==> config.mk <==
export PLATFORM = sky130hd
export DESIGN_NAME = overflow_recombine_unit
export DESIGN_NICKNAME = d
export VERILOG_FILES = /design/src/rtl/overflow_recombine_unit.sv
export SDC_FILE = /design/constraint.sdc
export NUM_CORES = 1
export LEC_CHECK = 0
export BUFFER_PORTS_ARGS = -buffer_cell sky130_fd_sc_hd__buf_4
export CORE_MARGIN = 2
export CORE_UTILIZATION = 35
export CTS_CLUSTER_DIAMETER = 200
export DETAILED_ROUTE_END_ITERATION = 7
export PLACE_DENSITY = 0.66
export SYNTH_ARGS = -nofsm -noshare
export SYNTH_HDL_FRONTEND = slang
export SYNTH_SLANG_ARGS = --single-unit
==> constraint.sdc <==
create_clock -name clk -period 6.7 [get_ports clk]
set_input_delay 1.34 -clock clk [delete_from_list [all_inputs] [get_ports clk]]
set_output_delay 1.34 -clock clk [all_outputs]
set_load 0.005 [all_outputs]
==> src/rtl/overflow_recombine_unit.sv <==
// Recombines split MSP/LSP partial sums into one ACCUM_WIDTH accumulation per frame.
// Define OVERFLOW_RECOMBINE_SATURATE_EN to force an all-ones result on an overflowed frame.
module overflow_recombine_unit #(
    parameter int ACCUM_WIDTH = 48,
    parameter int LSP_WIDTH   = 18
) (
    input  logic                   clk,
    input  logic                   rst,
    input  logic                   in_valid,
    output logic                   in_ready,
    input  logic [ACCUM_WIDTH-1:0] in_msp,
    input  logic [ACCUM_WIDTH-1:0] in_lsp,
    input  logic                   in_last,
    output logic                   out_valid,
    input  logic                   out_ready,
    output logic [ACCUM_WIDTH-1:0] out_data,
    output logic                   out_overflow,
    output logic [15:0]            out_count,
    output logic [1:0]             dbg_state
);
    localparam int MSP_WIDTH = ACCUM_WIDTH - LSP_WIDTH;

    // Handshakes: a beat moves on a rising edge where valid and ready are both 1;
    // valid never waits on ready, and held output data is stable until it is taken.
    typedef enum logic [1:0] {IDLE = 2'd0, ACCUM = 2'd1, HOLD = 2'd2} state_t;

    state_t               state, state_nx;
    logic                 live;
    logic [MSP_WIDTH-1:0] msp_acc;
    logic [LSP_WIDTH-1:0] lsp_acc;
    logic                 ovf;
    logic [15:0]          count;
    logic                 accept, handoff;
    logic [LSP_WIDTH:0]   lsp_sum;
    logic [MSP_WIDTH:0]   msp_sum;
    logic                 unused_bits;

    assign unused_bits = ^{in_msp[ACCUM_WIDTH-1:MSP_WIDTH], in_lsp[ACCUM_WIDTH-1:LSP_WIDTH]};

    // The LSP carry ripples into the MSP add; the MSP carry-out is the overflow.
    assign lsp_sum = {1'b0, lsp_acc} + {1'b0, in_lsp[LSP_WIDTH-1:0]};
    assign msp_sum = {1'b0, msp_acc} + {1'b0, in_msp[MSP_WIDTH-1:0]}
                   + {{MSP_WIDTH{1'b0}}, lsp_sum[LSP_WIDTH]};

    always_comb begin
        state_nx  = state;
        in_ready  = live && (state != HOLD);
        out_valid = (state == HOLD);
        accept    = in_valid && in_ready;
        handoff   = out_valid && out_ready;
        case (state)
            IDLE, ACCUM: begin
                if (accept) state_nx = in_last ? HOLD : ACCUM;
            end
            HOLD: begin
                if (handoff) state_nx = IDLE;
            end
            default: state_nx = IDLE;
        endcase
    end

    // live holds in_ready low for the first cycle after reset releases.
    always_ff @(posedge clk or posedge rst) begin
        if (rst) begin
            state   <= IDLE;
            live    <= 1'b0;
            msp_acc <= '0;
            lsp_acc <= '0;
            ovf     <= 1'b0;
            count   <= '0;
        end else begin
            state <= state_nx;
            live  <= 1'b1;
            if (handoff) begin
                msp_acc <= '0;
                lsp_acc <= '0;
                ovf     <= 1'b0;
                count   <= '0;
            end else if (accept) begin
                lsp_acc <= lsp_sum[LSP_WIDTH-1:0];
                msp_acc <= msp_sum[MSP_WIDTH-1:0];
                ovf     <= ovf | msp_sum[MSP_WIDTH];
                if (count != 16'hFFFF) count <= count + 16'd1;
            end
        end
    end

`ifdef OVERFLOW_RECOMBINE_SATURATE_EN
    assign out_data = ((state == HOLD) && ovf) ? {ACCUM_WIDTH{1'b1}} : {msp_acc, lsp_acc};
`else
    assign out_data = {msp_acc, lsp_acc};
`endif

    assign out_overflow = ovf;
    assign out_count    = count;
    assign dbg_state    = state;

endmodule

Yosys cells after proc, flatten, opt, wreduce, memory -nomap -nowiden:

Index checks and enable logic that the tools add are counted.

* register bits: 68
* latch bits: 0
* RAM bits: 0
* ROM bits: 0
* input bits: 101
* logic and storage cells: 39
* memories kept: 0

* $add $sub $neg: 4
* multipliers: 0
* div/mod/pow operators: 0
* $lt $le $gt $ge: 0
* eq/ne operators: 6
* shift-type cells: 0
* muxes and demuxes: 13
* bitwise operators: 1
* reductions and logical operators: 9

Operators by type and width (number)
* $mux 30: 2
* $mux 16: 3
* $mux 18: 2
* $add 30x30->31: 1
* $add 31x1->31: 1
* $add 18x18->19: 1
* $add 16x1->16 const B: 1
* $ne 16x16->1 const B: 1
* $mux 2: 3
* $ne 2x2->1 const B: 2
* $pmux 2 s2: 1
* $reduce_and 2->1: 2
* $reduce_bool 2->1: 2
* $logic_and 1x1->1: 3
* $eq 2x1->1 const B: 1
* $eq 2x2->1 const B: 1
* $logic_not 2->1: 1
* $mux 1: 2
* $ne 2x1->1 const B: 1
* $reduce_or 2->1: 1
* $or 1x1->1: 1

Longest topological paths before layout:

* word-level depth: 5
* depth in mapped cells: 22
* gate-level depth less buffers: 22

Worst setup path after synthesis:

OpenSTA, ideal clock, no wires.

* path kind: input to register
* start point: in in_lsp[0]
* end point: reg msp_acc[26]
* setup time: 0.129 ns
* arrival time: 4.894 ns
* data required time: 6.571 ns
* slack: 1.676 ns
* stages on the path: 22
* path buffers: 0
* path through: ha_1 inv_1 fa_1 nor2b_1 o2111ai_1 a31oi_1 a21o_1 o21ai_1 a21oi_1 o21ai_0 nand2b_1 fa_1 inv_1 fa_1 nand2b_1 a21oi_1 a211oi_2 o21ai_2 a21o_1 a311oi_2 xor2_1 o21ai_1

* longest elaborated chain between the ends: 4

Ends and longest elaborated chain
* from (decl): line 12 `input logic [ACCUM_WIDTH-1:0] in_lsp,`
* $add 18x18->19: line 41 `assign lsp_sum = {1'b0, lsp_acc} + {1'b0, in_lsp[LSP_WIDTH-1:0]};`
* $add 31x1->31: line 43 `+ {{MSP_WIDTH{1'b0}}, lsp_sum[LSP_WIDTH]};`
* $mux 30: line 79 `end else if (accept) begin`
* $mux 30: line 74 `if (handoff) begin`
* to (signal assigned): line 81 `msp_acc <= msp_sum[MSP_WIDTH-1:0];`
* to (decl): line 29 `logic [MSP_WIDTH-1:0] msp_acc;`

No other way between the ends. The select of a mux whose other input is x is not followed.
A chain may end at the register's enable or synchronous reset.

Worst setup path in the final report:

* start point: in in_lsp[0]
* end point: reg msp_acc[18]

The elaborated chain is that of the path after synthesis.

==> results.md <==
Synth:
- The post-synthesis instance area is 5250 sq um.
- When the netlist entered floorplanning its net count stood at 766.
- The area share of the largest cell type after synthesis is between 30% and 40%.
- The number of standard cells after synthesis is 614.
- Summed over all instances, the cell type with the most area after synthesis is dfrtp_1.
- The number of distinct library cells after synthesis is 65.
- The Yosys warning count is 0.
- The predominant post-synthesis flop cell is dfrtp_1.
- Of all flip-flops after synthesis, the portion carrying an async set or reset was 100%.
- The number of register bits inferred by synthesis is 68.
- The synthesized area per cell is 8.55 sq um.
- Ranked by total cell area, the synthesized netlist is headed by dfrtp_1 32%, ha_1 11%, o21ai_0 5.7%.
- The sequential fraction of the synthesis area is 32.4%.
- Yosys mapped a number of flops with a built-in enable equal to 0.

Global route:
- The total congestion overflow after global routing is 0.
- The first global-routing pass estimated 23.2 mm of wire.
- The maximum number of pins on one net before global-route repair is about 70.
- The via count of the first global-routing pass is between 4000 and 5000.
- The overall routing resource usage is 17.8%.
- The initial antenna violation count is 0.

Power:
- The power per cell area is 425 nW/um^2.
- The internal power contribution is 1.62 mW.
- The net switching power is between 1 and 1.5 mW.
- Across the VDD grid, the largest voltage drop is 233 uV.
- The clock power share is 17.8%.
- Of the total power, the share spent switching nets is 42.3%.
- For this design the static power due to leakage is about 3.2 nW.
- Of the total power, registers draw 25.0%.
- The combinational share of power is 57.2%.

Worst setup path:
- The delay of the slowest cell on the worst path is 0.42 ns.
- The data arrival time of the critical path is around 5.6 ns.
- The sort of element at the end of the critical path is a register.
- The cell family contributing the most delay on the critical path is compound AO/OA/AOI/OAI gates.
- The setup slack of the worst register-to-register path is about 2.0 ns.
- The worst-path maximum fanout is 5.
- The number of buffers and inverters on the critical path is 3.
- The type of the worst setup path is input port to register.
- Walking the worst path, the cells encountered are buf_4 -> ha_1 -> inv_1 -> fa_1 -> nor2b_1 -> o2111ai_1 -> a31oi_1 -> a21o_1 -> o21ai_1 -> a21oi_1 -> o21ai_0 -> nand2b_1 -> fa_1 -> inv_1 -> fa_1 -> nand2b_1 -> a21oi_1 -> a211oi_2 -> o21a_1 -> o21ai_0 -> a211oi_1 -> xor2_1 -> o21ai_0.
- The startpoint identified for the worst register-to-register timing path is lsp_acc[0].
- The endpoint of the most critical register-to-register path is msp_acc[18].
- The cell type of the slowest stage on the worst timing path is a211oi_2.
- STA classifies the critical path startpoint as an input port.
- The logic depth of the worst register-to-register path is 22.
- The data required time at the worst endpoint is approximately 7 ns.

CTS:
- The clock input transition at the sequential cells of the worst setup and hold paths is 0.06 ns.
- The clock latency on the worst-skew pair is 0.34 ns.
- Buffers inserted during clock tree synthesis total 9.
- The quantity of hold-fixing buffers added after cts is 0.
- The longest clock path from root to sink contains 2 buffers.
- In this run, post-CTS repair resized a total of 0 instances.
- The buffer cell driving the clock tree root is clkbuf_16.
- CTS built an H-tree with a depth of 3.
- In this run the post-CTS setup repair buffer count came out at 0.
- TritonCTS built the clock tree.
- The TritonCTS sink count is 68.

Routing:
- The number of antenna-violating nets in the routed design is 0.
- The wire length per cell is 15.4 um.
- The number of DRC violations after detailed routing is 0.
- The final wirelength is 14.0 mm.
- For this block, the initial DRC count from the detailed router was 232.
- The first detailed-routing pass took 5 iterations.
- The total via count after detailed routing is approximately 4900.
- The ratio of routed vias to standard cells is 5.32.

Cells and area:
- The total inserted antenna cells is 0.
- Summing all multi-input logic gate instances after layout gives 3370 sq um.
- The ratio of cells with drive above 1 in the final layout is 22.6%.
- The number of filler cells placed in the layout is 1467.
- Leaving out fill and tap cells, the most frequent cells in the layout are 125 x buf_4, 68 x dfrtp_1, 60 x o21ai_0.
- Leaving out fill and tap cells, the most frequent cell in the layout is buf_4.
- At the end of the flow, the number of nets in the layout was between 800 and 900.
- Once layout is done, the placed cells without fillers occupy 6620 sq um.
- The synthesis-to-layout area growth is 26.0%.
- The sequential standard cell area is 1700 sq um.

Floorplanning:
- The count of standard-cell rows is 44.
- After floorplanning, the core was sized to cover 14600 sq um.
- The width of the die is ~130 um.
- During I/O placement, the number of pins put on the boundary was 170.
- The die covers approximately 16000 sq um.
- The die height is 126 um.
- The starting density of the core is 36.0%.

Hold path:
- The end point of the most critical hold path is dbg_state[0].
- The worst hold path begins at dbg_state[1].
- The count of cells along the worst hold path is 1.
- The worst hold-check path type is register to register.

Place:
- The placer congestion estimate is ~0.83.
- The half-perimeter wire length after placement is 10.3 mm.
- The placed instance area is 6310 sq um.
- The count of buffers from port buffering is roughly 120.

STA:
- The number of slew-limit violations in the final report came to 0.
- After routing, the total negative slack on setup checks comes to 0 ns.
- Setup repair after global routing left no endpoint under its margin.
- The max-slew headroom at the worst pin is between 30% and 40%.
- The final cycle utilization of the critical path is 80.1%.
- The worst clock skew is around 0.0037 ns.
- The number of endpoints failing setup at the final stage is 0.
- Timing would allow up to 0.186 GHz.
- The transition time at the pin with the least slew margin is around 0.9 ns.
- The number of hold-slack violations in the final timing report came to 0.
- The worst path needs 5.37 ns of the cycle, external delays included.

Flow run:
- Across the run, the number of max-cap violations was 0.

Outcome:
- The flow ran to the end, and the final reports show no timing, DRC or antenna violations.
[per-stage QoR]
stage / utilization (%) / hold WS, ns / power, mW / instances / setup WS, ns
finish: 45.3 / 0.482 / 2.81 / 914 / 1.33
global route: 45.3 / 0.509 / 3.07 / 914 / 0.911
CTS: 45.3 / 0.479 / 2.83 / 914 / 1.26
detailed placement: 43.2 / 0.477 / 2.31 / 898 / 0.908
global placement: 43.2 / 0.469 / 2.30 / 898 / 0.951
floorplan: - / 0.468 / 1.81 / 614 / 1.68
[final cells by class]
cell class / instances / area share [%]
sequential: 68 / 25.7
clock buffer: 9 / 3.40
timing repair buffer: 125 / 14.2
clock inverter: 7 / 1.23
multi-input combinational: 502 / 50.9
inverter: 19 / 1.08
tap: 184 / 3.48
[synth_stat cells (4+ instances only)]
cell type	n
o21ai_0	60
nor2_1	46
nand2b_1	11
nand2_1	54
a21oi_1	41
a21o_1	21
xnor2_1	18
xor2_1	30
nand3_1	53
inv_1	19
clkbuf_1	15
dfrtp_1	68
o21a_1	7
nand4_1	7
a31oi_1	5
o21ai_1	8
and3_1	7
ha_1	48
and2_1	4
a211oi_1	7
nor3_1	8
o31ai_1	5
o211ai_1	4
[layer usage]
metal	routed length, um	part of all wire, %	global-route usage, %	vias up
met5	0	0	0	-
met4	148	1.1	4.07	0
met3	631	4.5	3.75	10
met2	6750	48	30.3	112
met1	6510	46	23.3	2286
li1	-	-	-	2459
[power groups by stage]
| stage | combinational [mW] | clock [mW] | sequential (mW) |
|---|---|---|---|
| 2_1_floorplan | 1.12 | 0 | 0.692 |
| 3_3_place_gp | 1.59 | 0 | 0.708 |
| 3_5_place_dp | 1.61 | 0 | 0.710 |
| 4_1_cts | 1.61 | 0.515 | 0.703 |
| 5_1_grt | 1.80 | 0.533 | 0.728 |
| 6_report | 1.61 | 0.500 | 0.702 |
[worst max path at each step]
stage | startpoint | to | slack (ns) | cells after the start
4_1_cts | in_lsp[0] | msp_acc[18] | 1.26 | 23
3_5_place_dp | in_lsp[0] | msp_acc[18] | 0.91 | 23
2_1_floorplan | in_lsp[0] | msp_acc[26] | 1.68 | 22
6_report | in_lsp[0] | msp_acc[18] | 1.33 | 23
5_1_grt | in_lsp[0] | msp_acc[18] | 0.91 | 23
3_3_place_gp | in_lsp[0] | msp_acc[18] | 0.95 | 23
[state kept, by name (all words and copies together) (netlist names)]
| name | cells |
|---|---|
| out_count | 16 |
| lsp_acc | 18 |
| live | 1 |
| msp_acc | 30 |
| out_overflow | 1 |
| dbg_state | 2 |
[cells by family after synthesis]
group | count (synthesis) | share of synthesized area (%)
AO/OA/AOI/OAI | 188 | 23.1
XOR/XNOR | 48 | 8.01
adder cells (fa/ha/maj) | 51 | 12.6
buffers and inverters | 44 | 3.53
flip-flops | 68 | 32.4
multiplexers | 3 | 0.572
other | 1 | 0.0714
AND/OR/NAND/NOR | 211 | 19.7
No activity file was read; power rests on OpenSTA's default activity.
